--- src/rtl/pixel_write_sink.sv ---
// Sink for the raycaster pixel-write stream: buffers writes in a FWFT FIFO for the host port
// and re-times frame_done so frame_out fires only once that frame's pixels have drained.
module pixel_write_sink #(
    parameter int FIFO_DEPTH = 16,
    parameter int ADDR_WIDTH = 32,
    parameter int CNT_WIDTH  = 32
) (
    input  logic                          clk,
    input  logic                          rst_n,
    input  logic                          in_write_en,
    input  logic [ADDR_WIDTH-1:0]         in_addr,
    input  logic [31:0]                   in_word0,
    input  logic [31:0]                   in_word1,
    input  logic [31:0]                   in_word2,
    input  logic                          in_frame_done,
    output logic                          out_valid,
    input  logic                          out_ready,
    output logic [ADDR_WIDTH-1:0]         out_addr,
    output logic [31:0]                   out_word0,
    output logic [31:0]                   out_word1,
    output logic [31:0]                   out_word2,
    output logic                          frame_out,
    output logic [$clog2(FIFO_DEPTH):0]   fifo_level,
    output logic [15:0]                   overflow_count,
    output logic [CNT_WIDTH-1:0]          last_frame_pixels,
    output logic [CNT_WIDTH-1:0]          frame_count
);

    localparam int PTR_W   = $clog2(FIFO_DEPTH);
    localparam int LVL_W   = PTR_W + 1;
    localparam int ENTRY_W = ADDR_WIDTH + 96;
    localparam logic [LVL_W-1:0] DEPTH_LVL = LVL_W'(FIFO_DEPTH);

    typedef enum logic [1:0] {ST_RUN, ST_DRAIN, ST_PULSE} state_t;

    logic [ENTRY_W-1:0]   mem_q [FIFO_DEPTH];
    logic [PTR_W-1:0]     wr_ptr_q, wr_ptr_d;
    logic [PTR_W-1:0]     rd_ptr_q, rd_ptr_d;
    logic [LVL_W-1:0]     level_q, level_d;
    logic [LVL_W-1:0]     remaining_q, remaining_d;
    logic [15:0]          ovf_q, ovf_d;
    logic [CNT_WIDTH-1:0] pix_cnt_q, pix_cnt_d;
    logic [CNT_WIDTH-1:0] last_pix_q, last_pix_d;
    logic [CNT_WIDTH-1:0] frame_cnt_q, frame_cnt_d;
    state_t               state_q, state_d;
    logic                 push, pop;
    logic [ENTRY_W-1:0]   head;

    always_comb begin
        pop      = (level_q != '0) && out_ready;
        // A full FIFO still accepts a write when the head leaves in the same cycle.
        push     = in_write_en && ((level_q != DEPTH_LVL) || pop);
        level_d  = level_q + LVL_W'(push) - LVL_W'(pop);
        wr_ptr_d = push ? wr_ptr_q + PTR_W'(1) : wr_ptr_q;
        rd_ptr_d = pop  ? rd_ptr_q + PTR_W'(1) : rd_ptr_q;
        ovf_d    = ovf_q;
        if (in_write_en && !push && (ovf_q != 16'hFFFF)) begin
            ovf_d = ovf_q + 16'd1;
        end
        pix_cnt_d  = pix_cnt_q + CNT_WIDTH'(push);
        last_pix_d = last_pix_q;
        if (in_frame_done) begin
            last_pix_d = pix_cnt_q + CNT_WIDTH'(push);
            pix_cnt_d  = '0;
        end
        frame_cnt_d = frame_cnt_q + CNT_WIDTH'(state_q == ST_PULSE);
        head        = mem_q[rd_ptr_q];
    end

    always_ff @(posedge clk) begin
        if (push) begin
            mem_q[wr_ptr_q] <= {in_addr, in_word0, in_word1, in_word2};
        end
    end

    always_ff @(posedge clk or negedge rst_n) begin
        if (!rst_n) begin
            state_q     <= ST_RUN;
            wr_ptr_q    <= '0;
            rd_ptr_q    <= '0;
            level_q     <= '0;
            remaining_q <= '0;
            ovf_q       <= '0;
            pix_cnt_q   <= '0;
            last_pix_q  <= '0;
            frame_cnt_q <= '0;
        end else begin
            state_q     <= state_d;
            wr_ptr_q    <= wr_ptr_d;
            rd_ptr_q    <= rd_ptr_d;
            level_q     <= level_d;
            remaining_q <= remaining_d;
            ovf_q       <= ovf_d;
            pix_cnt_q   <= pix_cnt_d;
            last_pix_q  <= last_pix_d;
            frame_cnt_q <= frame_cnt_d;
        end
    end

    // remaining counts entries ahead of the frame boundary; going straight to PULSE
    // when it hits zero puts frame_out one cycle after the last pop of the frame.
    always_comb begin
        state_d     = state_q;
        remaining_d = remaining_q;
        unique case (state_q)
            ST_RUN: begin
                if (in_frame_done) begin
                    remaining_d = level_d;
                    state_d     = (level_d == '0) ? ST_PULSE : ST_DRAIN;
                end
            end
            ST_DRAIN: begin
                if (remaining_q == '0) begin
                    state_d = ST_PULSE;
                end else begin
                    remaining_d = remaining_q - LVL_W'(pop);
                    if (remaining_d == '0) begin
                        state_d = ST_PULSE;
                    end
                end
            end
            ST_PULSE: state_d = ST_RUN;
            default:  state_d = ST_RUN;
        endcase
    end

    always_comb begin
        frame_out = (state_q == ST_PULSE);
        out_valid = (level_q != '0);
        {out_addr, out_word0, out_word1, out_word2} = out_valid ? head : '0;
        fifo_level        = level_q;
        overflow_count    = ovf_q;
        last_frame_pixels = last_pix_q;
        frame_count       = frame_cnt_q;
    end

endmodule
--- config.mk ---
export PLATFORM = sky130hd
export DESIGN_NAME = pixel_write_sink
export DESIGN_NICKNAME = d
export VERILOG_FILES = /design/src/rtl/pixel_write_sink.sv
export SDC_FILE = /design/constraint.sdc
export NUM_CORES = 2
export LEC_CHECK = 0
export BUFFER_PORTS_ARGS = -buffer_cell sky130_fd_sc_hd__buf_2
export CORE_AREA = 2 2 393 395
export CTS_CLUSTER_SIZE = 12
export DETAILED_ROUTE_END_ITERATION = 16
export DIE_AREA = 0 0 395 397
export GPL_TIMING_DRIVEN = 0
export PLACE_DENSITY = 0.82
export SETUP_SLACK_MARGIN = 0.15
export SYNTH_ARGS = -nofsm -noshare
export SYNTH_HDL_FRONTEND = slang
export SYNTH_SLANG_ARGS = --single-unit
--- constraint.sdc ---
create_clock -name clk -period 10.1 [get_ports clk]
set_input_delay 0.505 -clock clk [delete_from_list [all_inputs] [get_ports clk]]
set_output_delay 0.505 -clock clk [all_outputs]
set_load 0.1 [all_outputs]
==> impl_table.tex <==
\begin{tabular}{lr}
\hline
Metric & Value \\
\hline
\multicolumn{2}{l}{\textbf{Run status}} \\
Run status & completed \\
\multicolumn{2}{l}{\textbf{Timing}} \\
Worst Slack Setup Final & slightly above 4 ns \\
Final min period & between 5 and 6 ns \\
Max Fclk & 167 MHz \\
Count of final setup violators & 0 \\
Worst clock skew & roughly 0.032 ns \\
Number of hold violations in the final report & 0 \\
Setup repair after global routing missed its margin & no \\
Max-slew headroom & 3.12\% \\
Worst Max-Slew Pin Slew & 1.45 ns \\
Number of pins with negative max-slew slack in the final report & 0 \\
Final worst-path cycle share & around three fifths \\
\multicolumn{2}{l}{\textbf{Cells and area}} \\
Final nets & 4534 \\
Sequential cell area & $\sim$65000 sq um \\
Post-synthesis to final-layout area growth & 15.4\% \\
Post-route non-filler standard cell count & 6532 \\
Layout cells sized above 1 & 29.6\% \\
Count of filler cells inserted in the layout & 9590 \\
Area occupied by multi-input gates & 17700 sq um \\
Post-Route Utilization & 62.9\% \\
Most common cell after layout, fill and taps aside & edfxtp\_1 \\
Most frequent cells in the layout & edfxtp\_1 (2048), mux4\_2 (511), buf\_2 (402), mux2i\_1 (257), clkbuf\_16 (210) \\
\multicolumn{2}{l}{\textbf{Synth}} \\
Count of mapped cells out of synthesis & 3712 \\
Synth top area share & 73.8\% \\
Main combinational cell family by area after synthesis & multiplexers \\
Largest cells by area after synthesis & edfxtp\_1 (74\%), mux4\_2 (14\%), dfrtp\_1 (4.0\%) \\
Proportion of synthesized chip area in sequential cells & 77.8\% \\
Post-synth top flop & edfxtp\_1 \\
Simple-Gate Fraction of Synth Area & 1.57\% \\
Synthesized-area fraction occupied by adder cells & 0.294\% \\
Most area-hungry cell type in the Yosys netlist & edfxtp\_1 \\
Syn avg cell area & 22.4 sq um \\
Xor and xnor area share after synthesis & less than 1\% \\
Async set-reset flop share out of synthesis & $\sim$6.1\% \\
Number of synthesized register bits & 2180 \\
Netlist area before placement & 83300 sq um \\
Synthesized-area fraction occupied by ao, oa, aoi and oai cells & 1.36\% \\
Post-Synthesis Net Count & 3864 \\
Warnings, synthesis & 0 \\
Multiplexer share of the synthesized area & 17.0\% \\
Count of cell types in the netlist & 51 \\
Number of enable-type register cells in the synthesized netlist & 2048 \\
\multicolumn{2}{l}{\textbf{Global routing}} \\
Global-route usage over all layers & 28.7\% \\
First-pass GRT wire length & approximately 320 mm \\
Maximum number of pins on one net before global-route repair & 70 \\
Residual overflow from global routing & 0 \\
Initial antenna violation count & 57 \\
Number of global-route vias before repair & approximately 44000 \\
\multicolumn{2}{l}{\textbf{Detailed routing}} \\
First drt pass iteration count & 5 \\
Overall via count from detail\_route & $\sim$43000 \\
Iteration-0 DRC Markers & around 6400 \\
Wire length per cell & 34.5 um \\
Number of vias per cell & 6.65 \\
Number of nets with antenna violations after routing & 0 \\
DRC violation count after routing & 0 \\
Final WL & 226 mm \\
\multicolumn{2}{l}{\textbf{Critical path}} \\
Worst reg-to-reg path cell count & 15 \\
Setup CP Type & reg2out \\
Critical Path Fanout Max & 10 \\
Worst Path Arrival & roughly 5.5 ns \\
Most common cell on crit path & nand2\_1 \\
Crit path cell chain & inv\_1 > ha\_1 > nor3b\_4 > nand2\_1 > nand2\_1 > clkbuf\_1 > o22ai\_1 > buf\_2 \\
Critical path's slowest cell & nand2\_1 \\
Path length in cells of the critical path & 8 \\
CP startpoint kind & register \\
Required time of the critical path & 9.60 ns \\
Gate family responsible for the most delay along the worst path & simple AND/OR/NAND/NOR gates \\
Number of buffer and inverter stages on the critical path & 3 \\
Worst stage delay on the critical path & approximately 1.1 ns \\
Sort of element at the end of the critical path & output pin \\
\multicolumn{2}{l}{\textbf{Floorplanning}} \\
Floorplan die area & about 160000 sq um \\
Area of the core & roughly 150000 sq um \\
Horiz. Die Dim & 395 um \\
Initial Util & 54.5\% \\
Die Ht & 397 um \\
Count of pins on the block boundary & between 300 and 400 \\
FP Rows & roughly 140 \\
\multicolumn{2}{l}{\textbf{Clock tree}} \\
Htree depth & 4 \\
Number of buffers created by CTS & 208 \\
Worst-skew pair later-pin latency & 0.83 ns \\
Clock sink count & 2180 \\
Deepest clock path buffer count & 3 \\
Root cell of the clock tree & clkbuf\_16 \\
Worst-path clk slew & 0.06 ns \\
Clock tree from TritonCTS & built \\
\multicolumn{2}{l}{\textbf{Run}} \\
Max cap viols & 0 \\
\multicolumn{2}{l}{\textbf{Worst hold path}} \\
Path class of the lowest-slack min-delay path & in2reg \\
Worst hold stages & 1 \\
\multicolumn{2}{l}{\textbf{Pwr}} \\
Leakage power total & 0.0320 uW \\
Max rail drop VDD & 493 uV \\
Power per cell area & 324 nW/um\^{}2 \\
Total Power & 31200 uW \\
\multicolumn{2}{l}{\textbf{Placement}} \\
Number of placed instances with taps included & just over 6000 \\
Number of input and output port buffers inserted & 346 \\
Pre-CTS worst setup slack & 5.11 ns \\
Global placement routability congestion & around 0.82 \\
Half-perimeter wire length after detailed placement & 137 mm \\
\hline
\end{tabular}
## worst paths after layout
kind                                      start            endpoint  slack [ns]
worst min-delay path               in_word1[24]        mem_q[3][56]        0.05
worst max register to register    fifo_level[3]          state_q[0]        5.67
worst max-delay path              fifo_level[3]        out_addr[29]        4.12
worst min register to register  frame_count[31]     frame_count[31]        0.49
max in group asynchronous                 rst_n       pix_cnt_q[28]        9.03
min in group asynchronous                 rst_n  overflow_count[15]        0.28
## synthesized netlist by cell type (2+ instances only)
master and number:
and4_1 9, nand2_1 42, mux4_2 511, buf_1 15
and3_1 9, nand3b_1 2, buf_4 25, and2_1 7
xor2_1 32, mux2i_1 257, a21oi_1 35, o211ai_1 3
nor2b_1 3, ha_1 18, clkbuf_1 90, o21a_1 2
o22ai_1 127, edfxtp_1 2048, nand2b_1 4, xnor2_1 52
mux2_2 5, nor2_1 91, inv_1 21, dfrtp_1 132
a31oi_1 2, o21ai_0 8, nand4_1 31, nor4_1 5
nor3_1 15, buf_2 56, nand3_1 35
## power breakdown
group          total, uW  switching (uW)  internal (uW)  leakage (uW)
Sequential         11100             259          10800        0.0202
Combinational      13100            9420           3630       0.00892
Clock               7080            3250           3830       0.00285
Total              31200           12900          18300        0.0320
## worst register-to-register path, cell delays in order (launching register included)
cell	delay, ns
dfrtp_1	0.41
inv_1	0.09
ha_1	0.14
nor3b_4	0.54
nand2_1	0.54
and2_1	0.34
clkbuf_1	0.33
ha_1	0.41
inv_1	0.04
ha_1	0.20
fa_1	0.44
a21oi_1	0.15
o21bai_1	0.09
xor2_1	0.19
a31oi_1	0.13
a31o_2	0.27
## metal layers
metal | global-route usage (%) | up-vias | share of wire (%)
li1 | - | 16900 | -
met1 | 36.3 | 22500 | 33
met2 | 47.6 | 3384 | 50
met3 | 7.95 | 587 | 12
met4 | 11.4 | 40 | 4.3
met5 | 0 | - | 0.11
## registers in the layout (all words and copies together) (netlist names)
register,count
frame_count,32
remaining_q,5
overflow_count,16
state_q,2
rd_ptr_q,4
fifo_level,5
last_frame_pixels,32
mem_q,2048
wr_ptr_q,4
pix_cnt_q,32
## cell families after synthesis
logic type	Yosys count
compound gates	186
xor+xnor	84
fa+ha+maj	19
buf+inv	208
flops	2180
mux	773
simple gates	262
## metrics by stage
| stage | hold slack, ns | setup TNS (ns) | cell area (sq um) |
|---|---|---|---|
| 2_1_floorplan | 0.209 | 0 | 83300 |
| 3_3_place_gp | 0.458 | -7169.86 | 87600 |
| 3_5_place_dp | 0.482 | 0 | 90200 |
| 4_1_cts | 0.00514 | 0 | 96100 |
| 5_1_grt | 0.0292 | 0 | 96100 |
| 6_report | 0.0482 | 0 | 96100 |
## cell type report
cell class / count / area share, %
Antenna cell: 20 / 0.0521
Sequential cell: 2180 / 67.4
Timing Repair Buffer: 460 / 4.38
Clock inverter: 34 / 0.370
Inverter: 22 / 0.0859
Clock buffer: 262 / 5.74
Tap cell: 2044 / 2.66
Buffer: 186 / 0.901
Multi-Input combinational cell: 1324 / 18.4
## repair_timing
item / CTS / global route
hold endpoints to repair: 68 / 0
hold buffers: 1 / 0
setup buffers: 0 / 0
gates resized for setup: 0 / 0
(Power assumes the default switching activity.)
